--- src/rtl/vram_fill_engine.sv ---
// Framebuffer fill engine: full-screen clear and (optionally square-brush) pixel plot, one VRAM write per cycle.
// Define VRAM_FILL_BRUSH_EN to enable the (2*BRUSH_R+1)^2 brush; otherwise a plot writes a single pixel.
module vram_fill_engine #(
  parameter int                WIDTH       = 240,
  parameter int                HEIGHT      = 320,
  parameter int                VRAM_W      = 16,
  parameter int                BRUSH_R     = 2,
  parameter logic [VRAM_W-1:0] RESET_COLOR = 16'h0000,
  localparam int               L           = WIDTH * HEIGHT,
  localparam int               AW          = $clog2(L),
  localparam int               XW          = $clog2(WIDTH),
  localparam int               YW          = $clog2(HEIGHT)
) (
  input  logic              clk,
  input  logic              rst,
  input  logic              clear_req,
  input  logic [VRAM_W-1:0] clear_color,
  input  logic              plot_valid,
  output logic              plot_ready,
  input  logic [XW-1:0]     plot_x,
  input  logic [YW-1:0]     plot_y,
  input  logic [VRAM_W-1:0] plot_color,
  output logic              busy,
  output logic              done,
  output logic              vram_wr_ena,
  output logic [AW-1:0]     vram_wr_addr,
  output logic [VRAM_W-1:0] vram_wr_data
);

`ifdef VRAM_FILL_BRUSH_EN
  localparam int R = BRUSH_R;
`else
  localparam int R = 0;
`endif
  localparam int RW = $clog2(BRUSH_R + 1) + 1;
  localparam int PW = ((XW > YW) ? XW : YW) + RW + 1;
  localparam logic signed [RW-1:0] R_POS = RW'(R);
  localparam logic signed [RW-1:0] R_NEG = RW'(-R);

  typedef enum logic [1:0] {S_IDLE, S_CLEAR, S_PLOT} state_t;

  state_t              r_state;
  logic                r_pend;
  logic [VRAM_W-1:0]   r_pend_color;
  logic [VRAM_W-1:0]   r_color;
  logic [XW-1:0]       r_px;
  logic [YW-1:0]       r_py;
  logic signed [RW-1:0] r_dx;
  logic signed [RW-1:0] r_dy;
  logic                r_wr_ena;
  logic [AW-1:0]       r_wr_addr;
  logic [VRAM_W-1:0]   r_wr_data;
  logic                r_done;

  logic                 w_last;
  logic signed [RW-1:0] w_dx_next;
  logic signed [RW-1:0] w_dy_next;
  logic [XW-1:0]        w_bx;
  logic [YW-1:0]        w_by;
  logic signed [RW-1:0] w_tdx;
  logic signed [RW-1:0] w_tdy;
  logic signed [PW-1:0] w_sx;
  logic signed [PW-1:0] w_sy;
  logic                 w_tap_ena;
  logic [AW-1:0]        w_tap_addr;

  // r_dx/r_dy hold the brush offset already issued; the tap is the one issued next.
  always_comb begin
    w_last    = (r_dx == R_POS) && (r_dy == R_POS);
    w_dx_next = r_dx + RW'(1);
    w_dy_next = r_dy;
    if (r_dx == R_POS) begin
      w_dx_next = R_NEG;
      w_dy_next = r_dy + RW'(1);
    end
    if (r_state == S_IDLE) begin
      w_bx  = plot_x;
      w_by  = plot_y;
      w_tdx = R_NEG;
      w_tdy = R_NEG;
    end else begin
      w_bx  = r_px;
      w_by  = r_py;
      w_tdx = w_dx_next;
      w_tdy = w_dy_next;
    end
    w_sx       = $signed({{(PW-XW){1'b0}}, w_bx}) + PW'(w_tdx);
    w_sy       = $signed({{(PW-YW){1'b0}}, w_by}) + PW'(w_tdy);
    w_tap_ena  = !w_sx[PW-1] && (w_sx < PW'(WIDTH)) && !w_sy[PW-1] && (w_sy < PW'(HEIGHT));
    w_tap_addr = AW'(w_sy) * AW'(WIDTH) + AW'(w_sx);
  end

  always_ff @(posedge clk) begin
    if (rst) begin
      r_state      <= S_CLEAR;
      r_color      <= RESET_COLOR;
      r_pend       <= 1'b0;
      r_pend_color <= '0;
      r_px         <= '0;
      r_py         <= '0;
      r_dx         <= '0;
      r_dy         <= '0;
      r_wr_ena     <= 1'b0;
      r_wr_addr    <= '0;
      r_wr_data    <= '0;
      r_done       <= 1'b0;
    end else begin
      r_done <= 1'b0;
      case (r_state)
        S_IDLE: begin
          r_wr_ena <= 1'b0;
          if (r_pend) begin
            r_pend    <= 1'b0;
            r_state   <= S_CLEAR;
            r_color   <= r_pend_color;
            r_wr_ena  <= 1'b1;
            r_wr_addr <= '0;
            r_wr_data <= r_pend_color;
          end else if (plot_valid) begin
            r_state   <= S_PLOT;
            r_px      <= plot_x;
            r_py      <= plot_y;
            r_color   <= plot_color;
            r_dx      <= R_NEG;
            r_dy      <= R_NEG;
            r_wr_ena  <= w_tap_ena;
            r_wr_addr <= w_tap_addr;
            r_wr_data <= plot_color;
          end
        end
        S_CLEAR: begin
          // r_wr_ena low here only right after reset: the sweep has not started yet.
          if (r_wr_ena && (r_wr_addr == AW'(L - 1))) begin
            r_state  <= S_IDLE;
            r_wr_ena <= 1'b0;
            r_done   <= 1'b1;
          end else begin
            r_wr_ena  <= 1'b1;
            r_wr_addr <= r_wr_ena ? r_wr_addr + AW'(1) : '0;
            r_wr_data <= r_color;
          end
        end
        S_PLOT: begin
          if (w_last) begin
            r_state  <= S_IDLE;
            r_wr_ena <= 1'b0;
            r_done   <= 1'b1;
          end else begin
            r_dx      <= w_dx_next;
            r_dy      <= w_dy_next;
            r_wr_ena  <= w_tap_ena;
            r_wr_addr <= w_tap_addr;
            r_wr_data <= r_color;
          end
        end
        default: begin
          r_state  <= S_IDLE;
          r_wr_ena <= 1'b0;
        end
      endcase
      // A new request always lands in the pending slot, even on the cycle one is consumed.
      if (clear_req) begin
        r_pend       <= 1'b1;
        r_pend_color <= clear_color;
      end
    end
  end

  assign plot_ready   = (r_state == S_IDLE) && !r_pend;
  assign busy         = (r_state != S_IDLE) || r_pend;
  assign done         = r_done;
  assign vram_wr_ena  = r_wr_ena;
  assign vram_wr_addr = r_wr_addr;
  assign vram_wr_data = r_wr_data;

endmodule
--- config.mk ---
export PLATFORM = sky130hd
export DESIGN_NAME = vram_fill_engine
export DESIGN_NICKNAME = d
export VERILOG_FILES = /design/src/rtl/vram_fill_engine.sv
export SDC_FILE = /design/constraint.sdc
export NUM_CORES = 1
export LEC_CHECK = 0
export ABC_AREA = 0
export ABC_CLOCK_PERIOD_IN_PS = 8300
export CAP_MARGIN = 20
export CORE_MARGIN = 5
export CORE_UTILIZATION = 45
export CTS_BUF_LIST = sky130_fd_sc_hd__clkbuf_4 sky130_fd_sc_hd__clkbuf_8 sky130_fd_sc_hd__clkbuf_16
export CTS_CLUSTER_DIAMETER = 150
export DETAILED_ROUTE_END_ITERATION = 8
export PLACE_DENSITY = 0.67
export SYNTH_ARGS = -nofsm -noshare
export SYNTH_HDL_FRONTEND = slang
export SYNTH_SLANG_ARGS = --single-unit
--- constraint.sdc ---
create_clock -name clk -period 8.3 [get_ports clk]
set_input_delay 2.49 -clock clk [delete_from_list [all_inputs] [get_ports clk]]
set_output_delay 2.49 -clock clk [all_outputs]
set_load 0.01 [all_outputs]
==> results of run 1 <==
-- cell families (layout without fill, tap and decap cells) --
family                   Yosys count  after routing
buffers and inverters            103            187
XOR/XNOR                          41             41
flip-flops                        93             93
AO/OA/AOI/OAI                    222            222
multiplexers                      52             52
AND/OR/NAND/NOR                  283            283
adder cells (fa/ha/maj)           80             80
-- sequential cells by signal, indices dropped and copies added, names as in the netlist --
register / cells
r_state: 2
r_py: 9
done: 1
r_dx: 3
vram_wr_data: 16
r_dy: 3
r_pend: 1
r_color: 16
r_px: 8
vram_wr_ena: 1
vram_wr_addr: 17
r_pend_color: 16
-- metrics by stage --
| stage | instance area (um2) | power, uW | std cells | hold WS, ns |
|---|---|---|---|---|
| global route | 8410 | 3120 | 1146 | 0.474 |
| floorplan | 6980 | 1880 | 874 | 0.431 |
| detailed placement | 8060 | 2380 | 1129 | 0.446 |
| global placement | 8060 | 2370 | 1129 | 0.441 |
| finish | 8410 | 2840 | 1146 | 0.452 |
| CTS | 8380 | 2850 | 1145 | 0.456 |
-- cells in the final DEF, fill, tap and decap left out, types with 9 or more instances in the layout --
| cell type | count |
|---|---|
| a211oi_1 | 23 |
| dfxtp_1 | 93 |
| fa_1 | 17 |
| inv_1 | 62 |
| nand2b_1 | 9 |
| mux2i_1 | 35 |
| ha_1 | 63 |
| a21oi_1 | 78 |
| clkbuf_16 | 9 |
| o21ai_1 | 14 |
| nand3_1 | 11 |
| o21ai_0 | 37 |
| clkdlybuf4s50_1 | 88 |
| xor2_1 | 13 |
| nor2b_1 | 9 |
| nor2_1 | 91 |
| mux2_2 | 17 |
| xnor2_1 | 25 |
| nand2_1 | 111 |
| buf_4 | 18 |
| nor3_1 | 15 |
-- final timing paths --
| kind | to | slack [ns] | cells past startpoint |
|---|---|---|---|
| worst min-delay path | vram_wr_data[0]$_SDFFE_PP0P_ | 0.45 | 2 |
| worst max-delay path | vram_wr_addr[16]$_SDFFE_PP0P_ | 0.40 | 25 |
| worst min register to register | vram_wr_data[0]$_SDFFE_PP0P_ | 0.45 | 2 |
| worst max register to register | vram_wr_addr[16]$_SDFFE_PP0P_ | 1.60 | 27 |
-- metal layers --
layer,routed length [um],GRT usage [%],part of all wire (%),up-vias
met5,0,0,0,-
met4,241,5.20,1.4,0
met3,776,3.84,4.5,15
met2,8170,32.6,48,112
met1,7950,25.1,46,2884
li1,-,-,-,3200
-- synth_stat cells, types with 3 or more instances --
cell and number:
mux2_2 17, nand3_1 11, a22oi_1 7, clkbuf_1 27, ha_1 63, o21ai_0 37
o21a_1 7, dfxtp_1 93, and2_1 4, xnor2_1 25, nor2b_1 9, buf_2 4
a21o_1 8, o21bai_1 5, and3_1 8, o32ai_1 5, a211oi_1 23, nand2b_1 9
or3_1 6, nand2_1 111, inv_1 62, o21ai_1 14, nor2_1 92, mux2i_1 35
a32oi_1 3, xor2_1 13, o22ai_1 3, a31oi_1 7, buf_1 5, nor4_1 4
a21oi_1 78, nand3b_1 3, fa_1 17, nor3_1 15
-- power breakdown --
group / total (uW) / internal (uW) / switching [uW]
sequential: 623 / 544 / 78.8
combinational: 1770 / 778 / 991
clock: 452 / 270 / 182
-- critical path: stages --
cell and delay [ns]:
clkdlybuf4s50_1 0.47, mux2_2 0.15, ha_1 0.17, inv_1 0.06, fa_1 0.39, nor2b_1 0.16
o31a_1 0.21, o21a_1 0.13, nor2_1 0.04, xnor2_1 0.39, ha_1 0.31, inv_1 0.08
fa_1 0.41, fa_1 0.54, inv_1 0.04, ha_1 0.38, nor4_1 0.08, a31oi_1 0.15
o211ai_1 0.11, a211o_1 0.28, ha_1 0.35, nand2_1 0.06, o21ai_0 0.16, xnor3_1 0.41
o22ai_1 0.14
-- layout make-up --
| cell class | count | share of cell area (%) |
|---|---|---|
| inverter | 64 | 2.86 |
| sequential | 93 | 22.1 |
| multi-input combinational | 678 | 55.9 |
| clock inverter | 6 | 1.12 |
| timing repair buffer | 107 | 12.4 |
| tap | 188 | 2.80 |
| clock buffer | 10 | 2.77 |
==> flow_metrics.env, run 1 <==
export IMPL_yosysTopAreaCell="dfxtp_1"
export IMPL_post_route_util_pct=55.3
export IMPL_synthMuxAreaShare_pct=7.76
export IMPL_yosys_warnings=0
export IMPL_synthSimpleGateAreaFrac_pct=18.0
export IMPL_hpwl_mm=12.7
export IMPL_cp_max_fo=5
export IMPL_cts_max_level=3
export IMPL_rows=45
export IMPL_final_setup_tns_ns=0
export IMPL_antennaDiodeCount=0
export IMPL_fin_crit_sh_pct=95.2
export IMPL_wl_per_cell_um=15.0
export IMPL_multi_input_comb_area_um2=4700
export IMPL_wl_mm=17.1
export IMPL_port_buffers=89
export IMPL_final_hold_violation_count=0
export IMPL_final_layout_size_suffix_gt1_share_pct=6.68
export IMPL_cp_startpoint="plot_y[0]"
export IMPL_synth_cell_types=66
export IMPL_start_util_pct=45.9
export IMPL_rsz0062_at_grt="no"
export IMPL_min_period_ns=7.90
export IMPL_final_setup_skew_ns=0.00774
export IMPL_nFillCells=1442
export IMPL_synthesis_area_um2=6980
export IMPL_post_route_drc_count=0
export IMPL_synth_top_family_by_area="compound AO/OA/AOI/OAI gates"
export IMPL_placeableCoreArea_um2=15200
export IMPL_vias=6211
export IMPL_crit_type="input pin to flip-flop"
export IMPL_grt_pass1_wl_mm=28.8
export IMPL_min_from="vram_wr_data[0]$_SDFFE_PP0P_"
export IMPL_grt_overflow=0
export IMPL_grt_pass1_vias=6087
export IMPL_cts_resized=0
export IMPL_drt_first_pass_iters=5
export IMPL_synth_fa_ha_area_share_pct=16.2
export IMPL_antenna_found_initial=0
export IMPL_holdBufCountCts=0
export IMPL_ys_flop_type="dfxtp_1"
export IMPL_power_density_nw_per_um2=338
export IMPL_place_congestion=0.875
export IMPL_ant_nets=0
export IMPL_cts_root_buffer="clkbuf_16"
export IMPL_yosysSeqAreaShare_pct=26.7
export IMPL_nets=1086
export IMPL_synth_edf_count=0
export IMPL_ios=90
export IMPL_cap_violations=0
export IMPL_slew_violations=0
export IMPL_vias_per_cell=5.42
export IMPL_setup_viol=0
export IMPL_synth_xor_area_share_pct=5.55
export IMPL_area_delta_synth_final_pct=20.4
export IMPL_cellLeakagePower_uw=0.00347
export IMPL_cts_buffers=9
export IMPL_cts_tree="built"
export IMPL_insertion_delay_ns=0.35
export IMPL_grt_start_max_net_pins=95
export IMPL_die_h_um=135
export IMPL_tightestPinTransition_ns=1.04
export IMPL_clockBufferDepth=2
export IMPL_cts_setup_buffers=0
export IMPL_seqCellArea_um2=1860
export IMPL_ys_ff_latch=93
export IMPL_ir_worst_vdd_uv=181
export IMPL_cp_end_kind="flip-flop"
export IMPL_synth_compound_area_share_pct=19.9
export IMPL_cp_arrival_ns=8.17
export IMPL_start_kind="input pin"
export IMPL_syn_nets=1007
export IMPL_die_area_um2=18100
export IMPL_grtUsageTotal_pct=19.3
export IMPL_synth_cells=874
export IMPL_clk_pin_slew_ns=0.07
export IMPL_synth_top_area_share_pct=26.7
export IMPL_drt_iter0_markers=340
export IMPL_async_flop_share_pct=0
export IMPL_die_w_um=135
export IMPL_dp_slack_ns=0.0173
export IMPL_cts_sinks=93
export IMPL_hold_class="flip-flop to flip-flop"
export IMPL_outcome="finished, final reports clean"
export IMPL_regToRegStartpoint="r_dx[0]$_SDFFE_PP0P_"
export IMPL_synth_avg_cell_area_um2=7.99
export IMPL_worst_slack_ns=0.396
export IMPL_slew_headroom_pct=30.3
export IMPL_fmax_mhz=127
export IMPL_required_ns=8.57
export IMPL_netlist_top_cells_area="dfxtp_1, ha_1, nand2_1"
(Power assumes the default switching activity.)
==> run 2, diff against run 1 <==
--- a/config.mk
+++ b/config.mk
@@ -6,14 +6,13 @@
 export NUM_CORES = 1
 export LEC_CHECK = 0
 export ABC_AREA = 0
-export ABC_CLOCK_PERIOD_IN_PS = 8300
+export ABC_CLOCK_PERIOD_IN_PS = 9200
 export CAP_MARGIN = 20
 export CORE_MARGIN = 5
-export CORE_UTILIZATION = 45
+export CORE_UTILIZATION = 25
 export CTS_BUF_LIST = sky130_fd_sc_hd__clkbuf_4 sky130_fd_sc_hd__clkbuf_8 sky130_fd_sc_hd__clkbuf_16
 export CTS_CLUSTER_DIAMETER = 150
 export DETAILED_ROUTE_END_ITERATION = 8
-export PLACE_DENSITY = 0.67
 export SYNTH_ARGS = -nofsm -noshare
 export SYNTH_HDL_FRONTEND = slang
 export SYNTH_SLANG_ARGS = --single-unit
==> constraint.sdc (replaced) <==
create_clock -name clk -period 9.2 [get_ports clk]
set_input_delay 2.76 -clock clk [delete_from_list [all_inputs] [get_ports clk]]
set_output_delay 2.76 -clock clk [all_outputs]
set_load 0.01 [all_outputs]
==> run 2 against run 1 <==
Against the previous run: hold slack got worse by 0.00054 ns; via count decreased by 1.6%; sequential share of layout area decreased by 0.32 points.
==> flow_metrics.env, run 2 (synthesis gave the netlist of run 1 again) <==
export IMPL_crit_end="vram_wr_addr[16]$_SDFFE_PP0P_"
export IMPL_ios=90
export IMPL_dp_slack_ns=0.370
export IMPL_seqCellArea_um2=1860
export IMPL_cellLeakagePower_uw=0.00341
export IMPL_area_delta_synth_final_pct=22.2
export IMPL_rr_worst_depth=27
export IMPL_rrSetupSlack_ns=2.02
export IMPL_cts_setup_buffers=0
export IMPL_grt_pass1_vias=5967
export IMPL_hold_class="flip-flop to flip-flop"
export IMPL_wl_per_cell_um=13.7
export IMPL_fin_crit_sh_pct=91.9
export IMPL_start_kind="input pin"
export IMPL_final_layout_size_suffix_gt1_share_pct=5.60
export IMPL_cp_end_kind="flip-flop"
export IMPL_antennaDiodeCount=0
export IMPL_fmax_mhz=118
export IMPL_grt_overflow=0
export IMPL_cts_tree="built"
export IMPL_placeableCoreArea_um2=27700
export IMPL_setup_viol=0
export IMPL_min_period_ns=8.45
export IMPL_outcome="finished, final reports clean"
export IMPL_p_int_uw=1360
export IMPL_final_hold_violation_count=0
export IMPL_cts_buffers=9
export IMPL_swShare_pct=46.1
export IMPL_clockBufferDepth=2
export IMPL_cts_resized=0
export IMPL_final_setup_skew_ns=0.0146
export IMPL_slowest_stage="fa_1"
export IMPL_regToRegStartpoint="r_state[1]$_SDFFE_PP0P_"
export IMPL_slew_violations=0
export IMPL_multi_input_comb_area_um2=4700
export IMPL_p_total_uw=2520
export IMPL_antenna_found_initial=0
export IMPL_rsz0062_at_grt="no"
export IMPL_final_setup_tns_ns=0
export IMPL_ir_worst_vdd_uv=121
export IMPL_grtUsageTotal_pct=11.7
export IMPL_crit_type="input pin to flip-flop"
export IMPL_holdWs_ns=0.452
export IMPL_nFillCells=2898
export IMPL_layout_common_cells="nand2_1, dfxtp_1, nor2_1, clkdlybuf4s50_1, a21oi_1"
export IMPL_vias=6113
export IMPL_cp_max_fo=6
export IMPL_start_util_pct=25.2
export IMPL_grt_start_max_net_pins=53
export IMPL_cts_root_buffer="clkbuf_16"
export IMPL_die_w_um=177
export IMPL_port_buffers=89
export IMPL_cp_arrival_ns=8.74
export IMPL_clkPwrFrac_pct=15.4
export IMPL_required_ns=9.49
export IMPL_tightestPinTransition_ns=1.09
export IMPL_ant_nets=0
export IMPL_worst_slack_ns=0.747
export IMPL_die_h_um=177
export IMPL_path_common_cell="ha_1"
export IMPL_max_stage_delay_ns=0.52
export IMPL_holdBufCountCts=0
export IMPL_rows=61
export IMPL_mostFrequentLayoutCell="nand2_1"
export IMPL_grt_pass1_wl_mm=30.0
export IMPL_seqPwrFrac_pct=22.4
export IMPL_power_density_nw_per_um2=295
export IMPL_place_congestion=0.808
export IMPL_cp_startpoint="plot_y[1]"
export IMPL_insertion_delay_ns=0.36
export IMPL_r2r_end="vram_wr_addr[16]$_SDFFE_PP0P_"
export IMPL_cts_sinks=93
export IMPL_drt_iter0_markers=251
export IMPL_combPwrFrac_pct=62.2
export IMPL_die_area_um2=31400
export IMPL_post_route_drc_count=0
export IMPL_cap_violations=0
export IMPL_vias_per_cell=4.61
export IMPL_slew_headroom_pct=26.8
export IMPL_drt_first_pass_iters=5
export IMPL_switching_power_uw=1160
export IMPL_hpwl_mm=14.1
export IMPL_wl_mm=18.2
export IMPL_clk_pin_slew_ns=0.08
export IMPL_largest_register_ff_count=17
export IMPL_cts_max_level=3
export IMPL_nets=1075
-- run 2: stage by stage --
| step | std cells | instance area (um2) | utilization (%) |
|---|---|---|---|
| 2_1_floorplan | 874 | 6980 | - |
| 3_3_place_gp | 1308 | 8210 | 29.6 |
| 3_5_place_dp | 1308 | 8210 | 29.6 |
| 4_1_cts | 1324 | 8520 | 30.8 |
| 5_1_grt | 1325 | 8540 | 30.8 |
| 6_report | 1325 | 8540 | 30.8 |
-- run 2: power groups by stage --
stage,clock [uW],combinational [uW],sequential [uW]
final,388,1570,564
after global routing,414,1790,578
after CTS,400,1590,564
after detailed placement,0,1570,572
after global placement,0,1550,572
after floorplan,0,1120,576
-- run 2: worst min-delay path by stage --
stage / startpoint / end / depth (start not counted)
after CTS: r_py[4]$_SDFFE_PP0P_ / r_py[4]$_SDFFE_PP0P_ / 2
after floorplan: r_py[0]$_SDFFE_PP0P_ / r_py[0]$_SDFFE_PP0P_ / 2
after global placement: r_py[3]$_SDFFE_PP0P_ / r_py[3]$_SDFFE_PP0P_ / 2
after detailed placement: r_py[4]$_SDFFE_PP0P_ / r_py[4]$_SDFFE_PP0P_ / 2
final: vram_wr_data[2]$_SDFFE_PP0P_ / vram_wr_data[2]$_SDFFE_PP0P_ / 2
after global routing: r_px[6]$_SDFFE_PP0P_ / r_px[6]$_SDFFE_PP0P_ / 2
-- run 2: per-layer routing --
| layer | share of wire (%) | vias up | track usage, % |
|---|---|---|---|
| met5 | 0 | - | 0 |
| met1 | 45 | 2807 | 14.7 |
| met3 | 4.1 | 16 | 2.35 |
| met4 | 1.4 | 0 | 3.22 |
| met2 | 49 | 110 | 20.3 |
| li1 | - | 3180 | - |
-- run 2: final cells by class --
cell class                 count  share of cell area, %
sequential                    93                   21.8
clock buffer                   9                   2.64
timing repair buffer          96                   11.1
clock inverter                 7                  0.982
inverter                      64                   2.81
tap                          378                   5.54
multi-input combinational    678                   55.1
-- run 2: critical path: cells and delay by family --
kind | cells | cell delay (ns)
XOR/XNOR | 4 | 0.98
adder cells (fa/ha/maj) | 6 | 2.08
AO/OA/AOI/OAI | 8 | 1.69
AND/OR/NAND/NOR | 3 | 0.41
buffers and inverters | 3 | 0.53
multiplexers | 1 | 0.28
